### config.mk
export PLATFORM = sky130hd
export DESIGN_NAME = fetch_stage
export DESIGN_NICKNAME = d
export VERILOG_FILES = /design/src/rtl/fetch_stage_pkg.sv /design/src/rtl/if_id_reg.sv /design/src/rtl/fetch_stage.sv
export SDC_FILE = /design/constraint.sdc
export NUM_CORES = 1
export LEC_CHECK = 0
export CORE_MARGIN = 2
export CORE_UTILIZATION = 49
export CTS_CLUSTER_SIZE = 24
export DETAILED_ROUTE_END_ITERATION = 12
export GPL_TIMING_DRIVEN = 0
export HOLD_SLACK_MARGIN = 0.12
export PLACE_DENSITY_LB_ADDON = 0.3
export SYNTH_ARGS = -nofsm -noshare
export SYNTH_HDL_FRONTEND = slang
export SYNTH_HIERARCHICAL = 1
export SYNTH_SLANG_ARGS = --single-unit
### constraint.sdc
create_clock -name Clk -period 2.31 [get_ports Clk]
set_input_delay 0.231 -clock Clk [delete_from_list [all_inputs] [get_ports Clk]]
set_output_delay 0.231 -clock Clk [all_outputs]
set_load 0.03 [all_outputs]
### src/rtl/fetch_stage_pkg.sv
// Shared pipeline constants for the fetch stage: jump encodings, fetch FSM
// state encoding and the bubble instruction word.
package fetch_stage_pkg;

  localparam logic [1:0] JUMP_NONE = 2'd0;
  localparam logic [1:0] JUMP_J    = 2'd1;
  localparam logic [1:0] JUMP_JR   = 2'd2;

  localparam logic [31:0] NOP_INSTR = 32'h0000_0000;

  typedef enum logic [1:0] {
    ST_RUN  = 2'd0,
    ST_WAIT = 2'd1,
    ST_HOLD = 2'd2,
    ST_DROP = 2'd3
  } fetch_state_t;

endpackage

### src/rtl/if_id_reg.sv
// IF/ID pipeline register: write-enable, flush-to-bubble, synchronous
// active-low reset. A bubble keeps the previous PC+4 and only kills the word.
module if_id_reg #(
  parameter logic [31:0] NOP_INSTR = fetch_stage_pkg::NOP_INSTR
) (
  input  logic        clk,
  input  logic        reset_n,
  input  logic        write_en,
  input  logic        flush,
  input  logic        load_valid,
  input  logic [31:0] instr_in,
  input  logic [31:0] pc_plus4_in,
  output logic [31:0] instr,
  output logic [31:0] pc_plus4,
  output logic        valid
);

  // Flush beats a stall; a write with nothing delivered becomes a bubble.
  always_ff @(posedge clk) begin
    if (!reset_n) begin
      instr    <= NOP_INSTR;
      pc_plus4 <= '0;
      valid    <= 1'b0;
    end else if (flush || (write_en && !load_valid)) begin
      instr <= NOP_INSTR;
      valid <= 1'b0;
    end else if (write_en) begin
      instr    <= instr_in;
      pc_plus4 <= pc_plus4_in;
      valid    <= 1'b1;
    end
  end

endmodule

### src/rtl/fetch_stage.sv
// Instruction fetch stage: owns the PC, drives a one-outstanding-request
// instruction memory handshake and feeds the IF/ID register.
module fetch_stage #(
  parameter logic [31:0] RESET_PC  = 32'h0000_0000,
  parameter logic [31:0] NOP_INSTR = fetch_stage_pkg::NOP_INSTR
) (
  input  logic        Clk,
  input  logic        Reset_n,
  input  logic        PC_Write,
  input  logic        IF_ID_Write,
  input  logic        Flush,
  input  logic        PCSource,
  input  logic [1:0]  Jump,
  input  logic [31:0] BranchTarget,
  input  logic [31:0] JumpRegTarget,
  output logic        IMem_Req,
  output logic [31:0] IMem_Addr,
  input  logic        IMem_Valid,
  input  logic [31:0] IMem_RData,
  output logic [31:0] Instruction_ID,
  output logic [31:0] PC_Plus4_ID,
  output logic        Valid_ID
);

  import fetch_stage_pkg::*;

  fetch_state_t state, next_state;
  logic [31:0]  pc, next_pc, pc_plus4, redirect_target;
  logic [31:0]  hold_buf, load_data;
  logic         deliver, capture;

  assign pc_plus4  = pc + 32'd4;
  assign IMem_Addr = pc;

  always_comb begin
    case (Jump)
      JUMP_JR: redirect_target = JumpRegTarget;
      JUMP_J:  redirect_target = {PC_Plus4_ID[31:28], Instruction_ID[25:0], 2'b00};
      default: redirect_target = PCSource ? BranchTarget : pc_plus4;
    endcase
  end

  // A response landing in WAIT goes straight to IF/ID unless stalled, in
  // which case it is parked in hold_buf until IF/ID can accept it.
  always_comb begin
    next_state = state;
    IMem_Req   = 1'b0;
    deliver    = 1'b0;
    capture    = 1'b0;
    load_data  = IMem_RData;
    case (state)
      ST_RUN: begin
        if (!Flush) begin
          IMem_Req   = Reset_n;
          next_state = ST_WAIT;
        end
      end
      ST_WAIT: begin
        if (Flush) begin
          next_state = IMem_Valid ? ST_RUN : ST_DROP;
        end else if (IMem_Valid) begin
          if (IF_ID_Write) begin
            deliver    = 1'b1;
            next_state = ST_RUN;
          end else begin
            capture    = 1'b1;
            next_state = ST_HOLD;
          end
        end
      end
      ST_HOLD: begin
        load_data = hold_buf;
        if (Flush) begin
          next_state = ST_RUN;
        end else if (IF_ID_Write) begin
          deliver    = 1'b1;
          next_state = ST_RUN;
        end
      end
      ST_DROP: begin
        if (IMem_Valid) next_state = ST_RUN;
      end
      default: next_state = ST_RUN;
    endcase
  end

  always_comb begin
    next_pc = pc;
    if (Flush && PC_Write)
      next_pc = redirect_target;
    else if (deliver && PC_Write)
      next_pc = pc_plus4;
  end

  always_ff @(posedge Clk) begin
    if (!Reset_n) begin
      state    <= ST_RUN;
      pc       <= RESET_PC;
      hold_buf <= '0;
    end else begin
      state <= next_state;
      pc    <= next_pc;
      if (capture)
        hold_buf <= IMem_RData;
      else if (state == ST_HOLD && next_state == ST_RUN)
        hold_buf <= '0;
    end
  end

  if_id_reg #(
    .NOP_INSTR (NOP_INSTR)
  ) u_if_id_reg (
    .clk         (Clk),
    .reset_n     (Reset_n),
    .write_en    (IF_ID_Write),
    .flush       (Flush),
    .load_valid  (deliver),
    .instr_in    (load_data),
    .pc_plus4_in (pc_plus4),
    .instr       (Instruction_ID),
    .pc_plus4    (PC_Plus4_ID),
    .valid       (Valid_ID)
  );

endmodule

==> results.sh <==
export IMPL_finalNetCount=1211
export IMPL_antenna_found_initial=1
export IMPL_synth_cell_type_count=68
export IMPL_r2r_slack_ps=10
export IMPL_io_pins=203
export IMPL_cts_clk_slew_worst_paths_ps=70
export IMPL_met2_length_um=12710
export IMPL_skew_ps=11.63
export IMPL_worst_pin_slew_ps=942.6
export IMPL_floorplan_rows=44
export IMPL_slew_viol_final=0
export IMPL_drt_total_wl_um=28370
export IMPL_p_per_area_nw_per_um2=609.0
export IMPL_cts_sinks=131
export IMPL_die_w_um=125.6
export IMPL_holdCritPathClass="in -> reg"
export IMPL_finalPower_mw=6.344
export IMPL_fp_dieH_um=125.6
export IMPL_finalHoldViolations=0
export IMPL_finalCritPeriodShare=0.9953
export IMPL_drv_cap=0
export IMPL_drt_iter0_markers=1025
export IMPL_place_inst=1257
export IMPL_drc_errors=0
export IMPL_synth_cells=871
export IMPL_async_flop_share=0
export IMPL_synth_edf_count=0
export IMPL_final_core_util=0.7195
export IMPL_n_fill_cell=1143
export IMPL_area_growth_pct=43.68
export IMPL_arrival_ps=2650
export IMPL_outcome="finished, final reports clean"
export IMPL_slowest_delay_ps=550
export IMPL_syn_nets=983
export IMPL_wl_per_cell_um=21.91
export IMPL_yosysWarnings=6
export IMPL_io_buffers=202
export IMPL_start_util=0.5008
export IMPL_dieArea_um2=15790
export IMPL_maxSlewHeadroom=0.3667
export IMPL_synth_ff_type="dfxtp_1"
export IMPL_synth_top_area_cell="dfxtp_1"
export IMPL_met3_length_um=2935
export IMPL_routabilityCongestion=0.9870
export IMPL_synth_top_area_frac=0.3617
export IMPL_drive_above_1_share=0.1314
export IMPL_top_layer="met5"
export IMPL_diodes=0
export IMPL_seq_area_frac_synth=0.3617
export IMPL_root_buffer="clkbuf_16"
export IMPL_cp_cell_sequence="ha_2 > nand4_1 > nor3_2 > nand3_1 > or4_1 > a31oi_1"
export IMPL_synthTopCellsByCount="131 x dfxtp_1, 124 x nand2_1, 64 x a21oi_1"
export IMPL_syn_avg_cell_area_um2=8.325
export IMPL_wl_met1_um=11590
export IMPL_crit_fanout=7
export IMPL_yosys_top_cells_area="dfxtp_1 36%, nand2_1 6.4%, mux2i_1 5.2%"
export IMPL_setup_viol=0
export IMPL_first_global_vias=7498
export IMPL_grt_max_degree=17
export IMPL_clockBufferDepth=2
export IMPL_first_pass_iters=6
export IMPL_vias=8045
export IMPL_cts_tree="built"
export IMPL_crit_type="reg -> reg"
export IMPL_rsz0062_at_grt="true"
export IMPL_cp_slowest_cell="or4_1"
export IMPL_ctsHtreeMaxLevel=4
export IMPL_insertion_delay_ps=430
export IMPL_dp_final_hpwl_um=20630
export IMPL_grt_pass1_wl_um=43100
export IMPL_cts_buffers_inserted=17
export IMPL_max_freq_mhz=435.0
export IMPL_grt_usage=0.3490
export IMPL_period_minus_slack_ps=2299
export IMPL_vdd_drop_max_mv=0.4613
export IMPL_required_ps=2660
export IMPL_whs_ps=418.5
export IMPL_ant_nets=0
export IMPL_cp_end_kind="register"
export IMPL_grt_overflow=0
export IMPL_final_cells=1295
export IMPL_place_area_um2=9505
export IMPL_viasPerCell=6.212
export IMPL_synth_seq_cells=131
export IMPL_syn_area_um2=7251
export IMPL_core_area_um2=14480
export IMPL_synth_most_common_cell="dfxtp_1"
export IMPL_finalInstanceArea_um2=10420
export IMPL_leakage_nw=3.633
export IMPL_crit_path_start_kind="register"
[kinds of logic after synthesis]
kind of cell               count (synthesis)  synth area share
muxes                                     70            0.1022
buffers and inverters                     91           0.05643
adders and majority gates                  7           0.01208
DFF                                      131            0.3617
and+or+nand+nor                          301            0.2052
xor gates and xnor gates                  28           0.03382
AOI/OAI and AO/OA                        243            0.2287
[what timing repair did]
action	in CTS	in global routing
setup buffers	3	6
pin swaps	3	5
gates resized for setup	46	34
endpoints found under the setup margin	125	123
hold buffers	0	0
endpoints found under the hold margin	0	0
[sequential cells by signal, summed over array words and instances, names as in the netlist]
| signal | count |
|---|---|
| hold_buf | 32 |
| u_if_id_reg/valid | 1 |
| IMem_Addr | 32 |
| u_if_id_reg/instr | 32 |
| u_if_id_reg/pc_plus4 | 32 |
| state | 2 |
[cell usage in the layout, fill, tap and decap left out, drive strengths merged, types with 5 or more instances in the layout]
master           n
xnor2           19
a211oi          12
nand2          124
and2             7
nand4            8
nand3           45
dfxtp          131
xor2             9
a22o            34
nor3            17
inv             15
a21oi           64
a22oi           16
mux2            32
ha               7
clkdlybuf4s50  201
a31oi           10
o21ai           43
o21a             6
nor4             8
and3            10
buf             38
mux2i           38
clkbuf          69
a221o            7
a221oi          10
o31ai            5
nand2b          39
nor2            24
[worst max-delay path: cells and delay by family (launching register included)]
kind | cells | cell delay, ps
compound gates | 1 | 190
fa+ha+maj | 1 | 230
flops | 1 | 410
simple gates | 4 | 1400
[final cells by class]
type / count / area, um2 / share of cell area
Multi-Input combinational cell: 649 / 4320 / 0.4147
Sequential cell: 131 / 2629 / 0.2523
Timing Repair Buffer: 211 / 2110 / 0.2025
Clock buffer: 21 / 470.5 / 0.04516
Buffer: 76 / 437.9 / 0.04204
Tap cell: 184 / 230.2 / 0.02210
Clock inverter: 10 / 171.4 / 0.01645
Inverter: 13 / 48.80 / 0.004684
[power breakdown]
group          total, mW  leakage, nW  internal (mW)  switching (mW)
logic               1.00         2.26          0.440           0.561
registers           2.35         1.06           2.30          0.0532
clock network       2.99        0.310           1.90            1.09
total               6.34         3.63           4.64            1.70
[through the flow]
| step | worst slack [ps] | TNS [ps] |
|---|---|---|
| floorplan | 46.24 | 0 |
| global placement | -915.7 | -61460 |
| detailed placement | -933.8 | -62920 |
| CTS | -17.99 | -21.28 |
| global route | -81.63 | -132.7 |
| finish | 10.89 | 0 |
[path summary, 6_finish.rpt]
| path | start | endpoint | cells after the start |
|---|---|---|---|
| min | IMem_RData[9] | hold_buf[9] | 2 |
| max reg2reg | IMem_Addr[2] | IMem_Addr[30] | 6 |
| min reg2reg | u_if_id_reg/pc_plus4[15] | u_if_id_reg/pc_plus4[15] | 2 |
| max | IMem_Addr[2] | IMem_Addr[30] | 6 |
[routing by layer]
metal | up-vias | GRT usage
li1 | 3629 | -
met1 | 3778 | 0.4732
met2 | 538 | 0.5479
met3 | 98 | 0.07562
met4 | 2 | 0.1307
met5 | - | 0
Power figures use the tool's default switching activity.
